[src/rtl/imem_loader_pkg.sv]
// Shared definitions for the instruction-memory loader: FSM state encoding,
// image framing constants and a small state classification helper.
package imem_loader_pkg;

    // Loader states; LEN/DATA/CHK are the "loading" states that accept bytes.
    typedef enum logic [2:0] {
        ST_IDLE = 3'd0,
        ST_LEN  = 3'd1,
        ST_DATA = 3'd2,
        ST_CHK  = 3'd3,
        ST_DONE = 3'd4,
        ST_ERR  = 3'd5
    } state_t;

    // Length header is a 4-byte little-endian word.
    localparam int LEN_BYTES = 4;
    localparam int LEN_IDX_W = $clog2(LEN_BYTES);

    // Checksum (and stream byte) width.
    localparam int CHK_W = 8;

    // True while a load is in progress and the stream is being consumed.
    function automatic logic is_loading(input state_t s);
        return (s == ST_LEN) || (s == ST_DATA) || (s == ST_CHK);
    endfunction

endpackage

[src/rtl/imem_loader_if.sv]
// Byte stream (valid/ready) in, instruction-memory byte write port out.
// slave  : the loader (consumes the stream, drives the write port)
// master : the host/front-end side (drives the stream, observes the writes)
interface imem_loader_if;
    import imem_loader_pkg::*;

    logic [CHK_W-1:0] rx_data;
    logic             rx_valid;
    logic             rx_ready;
    logic             wr_en;
    logic [31:0]      wr_addr;
    logic [CHK_W-1:0] wr_data;

    modport slave (
        input  rx_data,
        input  rx_valid,
        output rx_ready,
        output wr_en,
        output wr_addr,
        output wr_data
    );

    modport master (
        output rx_data,
        output rx_valid,
        input  rx_ready,
        input  wr_en,
        input  wr_addr,
        input  wr_data
    );

endinterface

[src/rtl/imem_loader_watchdog.sv]
// Idle watchdog for the loader: counts consecutive enabled cycles without a
// clear and emits a one-cycle expired pulse on the TIMEOUT-th such cycle.
module imem_loader_watchdog #(
    parameter int TIMEOUT = 100000
) (
    input  logic clk,
    input  logic rst_n,
    input  logic clear,
    input  logic enable,
    output logic expired
);

    localparam int CNT_W = (TIMEOUT < 2) ? 1 : $clog2(TIMEOUT + 1);

    logic [CNT_W-1:0] count_reg;
    logic [CNT_W-1:0] count_next;

    // Next count and expiry: held at zero while disabled or cleared.
    always_comb begin
        count_next = count_reg;
        expired    = 1'b0;
        if (!enable || clear) begin
            count_next = '0;
        end else if (count_reg == CNT_W'(TIMEOUT - 1)) begin
            expired    = 1'b1;
            count_next = '0;
        end else begin
            count_next = count_reg + CNT_W'(1);
        end
    end

    // Idle-cycle counter register.
    always_ff @(posedge clk or negedge rst_n) begin
        if (!rst_n) begin
            count_reg <= '0;
        end else begin
            count_reg <= count_next;
        end
    end

endmodule

[src/rtl/imem_loader.sv]
// Instruction-memory loader: accepts a framed program image on a byte stream
// (4-byte LE length, payload, 8-bit additive checksum), writes the payload into
// instruction memory and releases the core from reset once the image checks out.
module imem_loader
    import imem_loader_pkg::*;
#(
    parameter int          MEMORY_SIZE = 1024,
    parameter logic [31:0] BASE_ADDR   = 32'h0,
    parameter int          TIMEOUT     = 100000
) (
    input  logic                clk,
    input  logic                rst_n,
    input  logic                start,
    imem_loader_if.slave        bus,
    output logic                cpu_hold,
    output logic                done,
    output logic                error,
    output logic [31:0]         byte_count
);

    state_t                 state_reg,   state_next;
    logic [31:0]            len_reg,     len_next;
    logic [LEN_IDX_W-1:0]   len_cnt_reg, len_cnt_next;
    logic [31:0]            idx_reg,     idx_next;
    logic [CHK_W-1:0]       chk_reg,     chk_next;
    logic                   wr_en_reg,   wr_en_next;
    logic [31:0]            wr_addr_reg, wr_addr_next;
    logic [CHK_W-1:0]       wr_data_reg, wr_data_next;

    logic                   rx_ready_w;
    logic                   xfer;
    logic                   wd_expired;
    logic [31:0]            len_shift;

    // Stream acceptance is a pure function of state (Moore ready).
    assign rx_ready_w = is_loading(state_reg);
    assign xfer       = bus.rx_valid & rx_ready_w;

    // Length word with the incoming byte shifted in at the top; after four
    // shifts the first-received byte lands in bits [7:0].
    generate
        for (genvar gi = 0; gi < LEN_BYTES - 1; gi++) begin : g_len_shift
            assign len_shift[gi*8 +: 8] = len_reg[(gi+1)*8 +: 8];
        end
    endgenerate
    assign len_shift[31:24] = bus.rx_data;

    imem_loader_watchdog #(
        .TIMEOUT (TIMEOUT)
    ) u_watchdog (
        .clk     (clk),
        .rst_n   (rst_n),
        .clear   (xfer),
        .enable  (rx_ready_w),
        .expired (wd_expired)
    );

    // Next-state and datapath updates for the load sequence.
    always_comb begin
        state_next   = state_reg;
        len_next     = len_reg;
        len_cnt_next = len_cnt_reg;
        idx_next     = idx_reg;
        chk_next     = chk_reg;
        wr_en_next   = 1'b0;
        wr_addr_next = wr_addr_reg;
        wr_data_next = wr_data_reg;

        case (state_reg)
            ST_IDLE, ST_DONE, ST_ERR: begin
                if (start) begin
                    state_next   = ST_LEN;
                    len_next     = '0;
                    len_cnt_next = '0;
                    idx_next     = '0;
                    chk_next     = '0;
                end
            end

            ST_LEN: begin
                if (wd_expired) begin
                    state_next = ST_ERR;
                end else if (xfer) begin
                    len_next     = len_shift;
                    len_cnt_next = len_cnt_reg + LEN_IDX_W'(1);
                    if (len_cnt_reg == LEN_IDX_W'(LEN_BYTES - 1)) begin
                        // Oversized images are rejected before any write.
                        if (len_shift > 32'(MEMORY_SIZE)) begin
                            state_next = ST_ERR;
                        end else if (len_shift == 32'd0) begin
                            state_next = ST_CHK;
                        end else begin
                            state_next = ST_DATA;
                        end
                    end
                end
            end

            ST_DATA: begin
                if (wd_expired) begin
                    state_next = ST_ERR;
                end else if (xfer) begin
                    wr_en_next   = 1'b1;
                    wr_addr_next = BASE_ADDR + idx_reg;
                    wr_data_next = bus.rx_data;
                    idx_next     = idx_reg + 32'd1;
                    chk_next     = chk_reg + bus.rx_data;
                    if (idx_reg + 32'd1 == len_reg) begin
                        state_next = ST_CHK;
                    end
                end
            end

            ST_CHK: begin
                if (wd_expired) begin
                    state_next = ST_ERR;
                end else if (xfer) begin
                    state_next = (bus.rx_data == chk_reg) ? ST_DONE : ST_ERR;
                end
            end

            default: begin
                state_next = ST_IDLE;
            end
        endcase
    end

    // State and datapath registers; reset returns everything to idle values.
    always_ff @(posedge clk or negedge rst_n) begin
        if (!rst_n) begin
            state_reg   <= ST_IDLE;
            len_reg     <= '0;
            len_cnt_reg <= '0;
            idx_reg     <= '0;
            chk_reg     <= '0;
            wr_en_reg   <= 1'b0;
            wr_addr_reg <= '0;
            wr_data_reg <= '0;
        end else begin
            state_reg   <= state_next;
            len_reg     <= len_next;
            len_cnt_reg <= len_cnt_next;
            idx_reg     <= idx_next;
            chk_reg     <= chk_next;
            wr_en_reg   <= wr_en_next;
            wr_addr_reg <= wr_addr_next;
            wr_data_reg <= wr_data_next;
        end
    end

    assign bus.rx_ready = rx_ready_w;
    assign bus.wr_en    = wr_en_reg;
    assign bus.wr_addr  = wr_addr_reg;
    assign bus.wr_data  = wr_data_reg;

    // Core is only released after a clean load.
    assign cpu_hold   = (state_reg != ST_DONE);
    assign done       = (state_reg == ST_DONE);
    assign error      = (state_reg == ST_ERR);
    assign byte_count = idx_reg;

endmodule

[src/flat_wrapper.sv]
// flat-port wrapper written by rule: the top's interface ports become plain ports
module imem_loader_flat import imem_loader_pkg::*;
#(
    parameter int          MEMORY_SIZE = 1024,
    parameter logic [31:0] BASE_ADDR   = 32'h0,
    parameter int          TIMEOUT     = 100000
)
  (clk, rst_n, start, cpu_hold, done, error, byte_count, bus_rx_data, bus_rx_valid, bus_rx_ready, bus_wr_en, bus_wr_addr, bus_wr_data);
  imem_loader_if bus_i ();
  input  logic clk;
  input  logic rst_n;
  input  logic start;
  output logic cpu_hold;
  output logic done;
  output logic error;
  output logic [31:0] byte_count;
  input wire logic [$bits(bus_i.rx_data)-1:0] bus_rx_data;
  input wire logic [$bits(bus_i.rx_valid)-1:0] bus_rx_valid;
  output wire logic [$bits(bus_i.rx_ready)-1:0] bus_rx_ready;
  output wire logic [$bits(bus_i.wr_en)-1:0] bus_wr_en;
  output wire logic [$bits(bus_i.wr_addr)-1:0] bus_wr_addr;
  output wire logic [$bits(bus_i.wr_data)-1:0] bus_wr_data;
  assign bus_i.rx_data = bus_rx_data;
  assign bus_i.rx_valid = bus_rx_valid;
  assign bus_rx_ready = bus_i.rx_ready;
  assign bus_wr_en = bus_i.wr_en;
  assign bus_wr_addr = bus_i.wr_addr;
  assign bus_wr_data = bus_i.wr_data;
  imem_loader #(.MEMORY_SIZE(MEMORY_SIZE), .BASE_ADDR(BASE_ADDR), .TIMEOUT(TIMEOUT)) u_core (.clk(clk), .rst_n(rst_n), .start(start), .bus(bus_i), .cpu_hold(cpu_hold), .done(done), .error(error), .byte_count(byte_count));
endmodule
[config.mk]
export PLATFORM = sky130hd
export DESIGN_NAME = imem_loader_flat
export DESIGN_NICKNAME = d
export VERILOG_FILES = /design/src/rtl/imem_loader_pkg.sv /design/src/rtl/imem_loader_if.sv /design/src/rtl/imem_loader_watchdog.sv /design/src/rtl/imem_loader.sv /design/src/flat_wrapper.sv
export SDC_FILE = /design/constraint.sdc
export NUM_CORES = 1
export LEC_CHECK = 0
export BUFFER_PORTS_ARGS = -buffer_cell sky130_fd_sc_hd__buf_2
export CELL_PAD_IN_SITES_DETAIL_PLACEMENT = 0
export CELL_PAD_IN_SITES_GLOBAL_PLACEMENT = 1
export CORE_UTILIZATION = 44
export CTS_BUF_LIST = sky130_fd_sc_hd__clkbuf_16
export CTS_CLUSTER_SIZE = 8
export DETAILED_ROUTE_END_ITERATION = 8
export PLACE_DENSITY = 0.85
export SYNTH_ARGS = -nofsm -noshare
export SYNTH_HDL_FRONTEND = slang
export SYNTH_SLANG_ARGS = --single-unit
[constraint.sdc]
create_clock -name clk -period 4.9 [get_ports clk]
set_input_delay 0.245 -clock clk [delete_from_list [all_inputs] [get_ports clk]]
set_output_delay 0.245 -clock clk [all_outputs]
set_load 0.05 [all_outputs]
==> flow_summary.toml <==
[floorplanning]
die_area_um2 = 16560
initial_utilization = 0.4577
die_x_um = 128.7
die_h_um = 128.7
num_rows = 45
coreArea_um2 = 15430
io_pins = 89

[placement]
gp_congestion = 0.8249
port_buffers = 88
dp_slack_ns = 1.750
dpl.hpwl_mm = 11.24

[worst_setup_path]
r2r_setup_slack_ns = 1.74
cpMaxStageDelayCell = "or4_1"
cp.arrival_ns = 3.49
crit_path_max_incr_delay_ns = 0.70
cp_cell_sequence = "ha_1, nand2_1, or4_1, nor3_4, and3_1, a21oi_1, or4_1, o41ai_2"
end_kind = "flip-flop"
path_max_fanout = 10
crit_required_ns = 5.22
crit_buf_inv = 0
crit_family = "simple AND/OR/NAND/NOR gates"
startpoint_type = "flip-flop"
path_class = "flip-flop to flip-flop"
cp_common_cell = "or4_1"

[routing]
postRouteAntennaNets = 0
drc = 0
vias = 5919
routed_wirelength_mm = 17.56
post_drt_wl_per_cell_um = 15.85
drt_iter0_drc = 334
vias_per_cell = 5.342
drt-pass1-iter-count = 4

[logic_synthesis]
ys_ff_latch = 135
syn-num-nets = 843
synthCells = 820
synth_cell_type_count = 50
synth_top_flop_cell = "dfrtp_1"
synth.avg_cell_area_um2 = 8.610
synthTopCellsByArea = "dfrtp_1 48%, nand2_1 12%, xnor2_1 5.2%, nand3_1 4.3%, xor2_1 3.7%"
async_reset_ff_frac = 1.000
synth_top_area_cell = "dfrtp_1"
yosys.area.top_type_share = 0.4785
synth-seq-area-share = 0.4785
syn_area_um2 = 7061
synth_edf_count = 0
synth_warnings = 0

[flow_run]
cap_violations = 0

[global_routing]
grt_usage = 0.2271
overflow = 0
grt_max_degree = 92
grt_pass1_vias = 5615
antenna_found_initial = 0
grt_pass1_wl_mm = 29.05

[clock_network]
cts_num_sinks = 135
insertion_delay_ns = 0.42
cts-htree-levels = 4
path_clk_slew_ns = 0.06
root_buffer = "clkbuf_16"
cts_setup_buffers = 0
cts-buffers-inserted = 17
ctsHoldBuffers = 1
cts_tree = "yes"
cts_max_path_buffers = 2
cts_resized = 0

[power]
total_power_mw = 3.166
vdd_drop_max_mv = 0.3075
p_int_mw = 2.104
swShare = 0.3355
seqPwrFrac = 0.438
p_leak_nw = 4.171
p_per_area_nw_per_um2 = 389.1
switching_power_mw = 1.062
combPwrFrac = 0.224
power_frac_clock = 0.338

[timing]
fmax_mhz = 316.0
setup_viol_count_final = 0
skew_ns = 0.009382
finalMaxSlewViolations = 0
tns_ns = 0
layout_setup_ws_ns = 1.736
worst_pin_slew_ns = 0.9910
rsz0062_at_grt = "no"
slew_headroom = 0.3378
finalCriticalPeriod_ns = 3.164
hold_viol_final = 0
post-route-period-util = 0.6457

[status]
status = "finished clean"

[layout]
fillers = 1516
drive_gt1_frac = 0.1438
fin_nets = 909
num_antenna_cells = 0
area_growth_pct = 15.24
regArea_um2 = 3378
multi_input_area_um2 = 3468

[min_path]
min_path_type = "primary input to flip-flop"
==> worst reg2reg max path, stage by stage, from the launching register on <==
cell and delay [ns]:
dfrtp_1 0.47, ha_1 0.30, nand2_1 0.26, or4_1 0.70
nor3_4 0.30, and3_1 0.19, a21oi_1 0.06, or4_1 0.48
o41ai_2 0.31
==> stage by stage <==
step	hold WS, ns	utilization	instance area (um2)	instances
final	0.08361	0.5274	8137	1108
after global routing	0.08793	0.5274	8137	1108
after CTS	0.06927	0.5274	8137	1108
after detailed placement	0.3923	0.4957	7647	1077
after global placement	0.3908	0.4957	7647	1077
after floorplan	-0.05059	-	7061	820
==> power by group through the flow <==
stage	sequential (mW)	combinational [mW]	clock (mW)
2_1_floorplan	1.34	0.550	0
3_3_place_gp	1.40	0.705	0
3_5_place_dp	1.40	0.711	0
4_1_cts	1.39	0.717	1.09
5_1_grt	1.40	0.799	1.14
6_report	1.39	0.709	1.07
==> cells by family (layout without fill, tap and decap cells) <==
family	Yosys count	after routing	share of synthesized area
AOI/OAI and AO/OA	127	127	0.1120
xor gates and xnor gates	72	72	0.08931
adders and majority gates	11	11	0.02056
buffers and inverters	58	135	0.03208
DFF	135	135	0.4785
muxes	2	2	0.002835
and+or+nand+nor	415	415	0.2648
==> cells in the mapped netlist (all sizes together) (6+ instances only) <==
cell type  instances
nand2            226
dfrtp            135
nand3             61
nor2              49
o21ai             49
clkbuf            42
xnor2             42
xor2              30
a21oi             23
o31ai             18
nand4             16
nor4              13
nor3              11
ha                10
a21o               8
buf                8
a31oi              7
inv                7
and3               6
nor2b              6
or3                6
==> placed cells by master (no fill, tap or decap), types with 3 or more instances in the layout <==
master	Yosys	routed
nand2_1	226	226
a21oi_1	23	23
nor2b_1	6	5
nand4_1	15	15
xor2_1	30	30
or2_2	3	3
o21ai_0	49	49
a22o_1	5	5
nand3_1	61	61
and3_1	6	6
nor3_1	10	10
clkbuf_16	0	17
or3_1	6	6
nor4_1	12	12
a31oi_1	7	7
o21bai_1	4	4
clkinv_2	0	4
a21o_1	8	8
ha_1	10	10
xnor2_1	42	42
buf_2	4	87
buf_4	1	8
dfrtp_1	135	135
o41ai_1	3	3
inv_1	7	12
nor2_1	49	47
clkinv_1	1	4
nand2b_1	4	4
nor4b_1	3	3
o31ai_1	18	18
==> final cells by class <==
class,count,share of cell area
clock buffers,17,0.05228
flip-flops and latches,135,0.4152
well taps,211,0.03245
multi-input cells,627,0.4263
inverters,8,0.003691
repair buffers,97,0.06351
clock inverters,13,0.006612
==> path summary, 6_finish.rpt <==
check | cells past startpoint | startpoint | endpoint
worst max-delay path | 8 | u_core.byte_count[0]$_DFFE_PN0P_ | u_core.state_reg[0]$_DFFE_PN0P_
worst min-delay path | 3 | bus_rx_data[6] | u_core.bus.wr_data[6]$_DFFE_PN0P_
worst max register to register | 8 | u_core.byte_count[0]$_DFFE_PN0P_ | u_core.state_reg[0]$_DFFE_PN0P_
worst min register to register | 2 | u_core.bus.wr_addr[17]$_DFFE_PN0P_ | u_core.bus.wr_addr[17]$_DFFE_PN0P_
max in group asynchronous | 3 | rst_n | u_core.chk_reg[3]$_DFFE_PN0P_
min in group asynchronous | 2 | rst_n | u_core.bus.wr_data[2]$_DFFE_PN0P_
==> metal layers <==
metal	vias to the layer above	share of wire	global-route usage
li1	2934	-	-
met1	2852	0.48	0.3061
met2	110	0.47	0.3625
met3	23	0.033	0.04324
met4	0	0.020	0.08927
met5	-	0	0
Power figures use the tool's default switching activity.
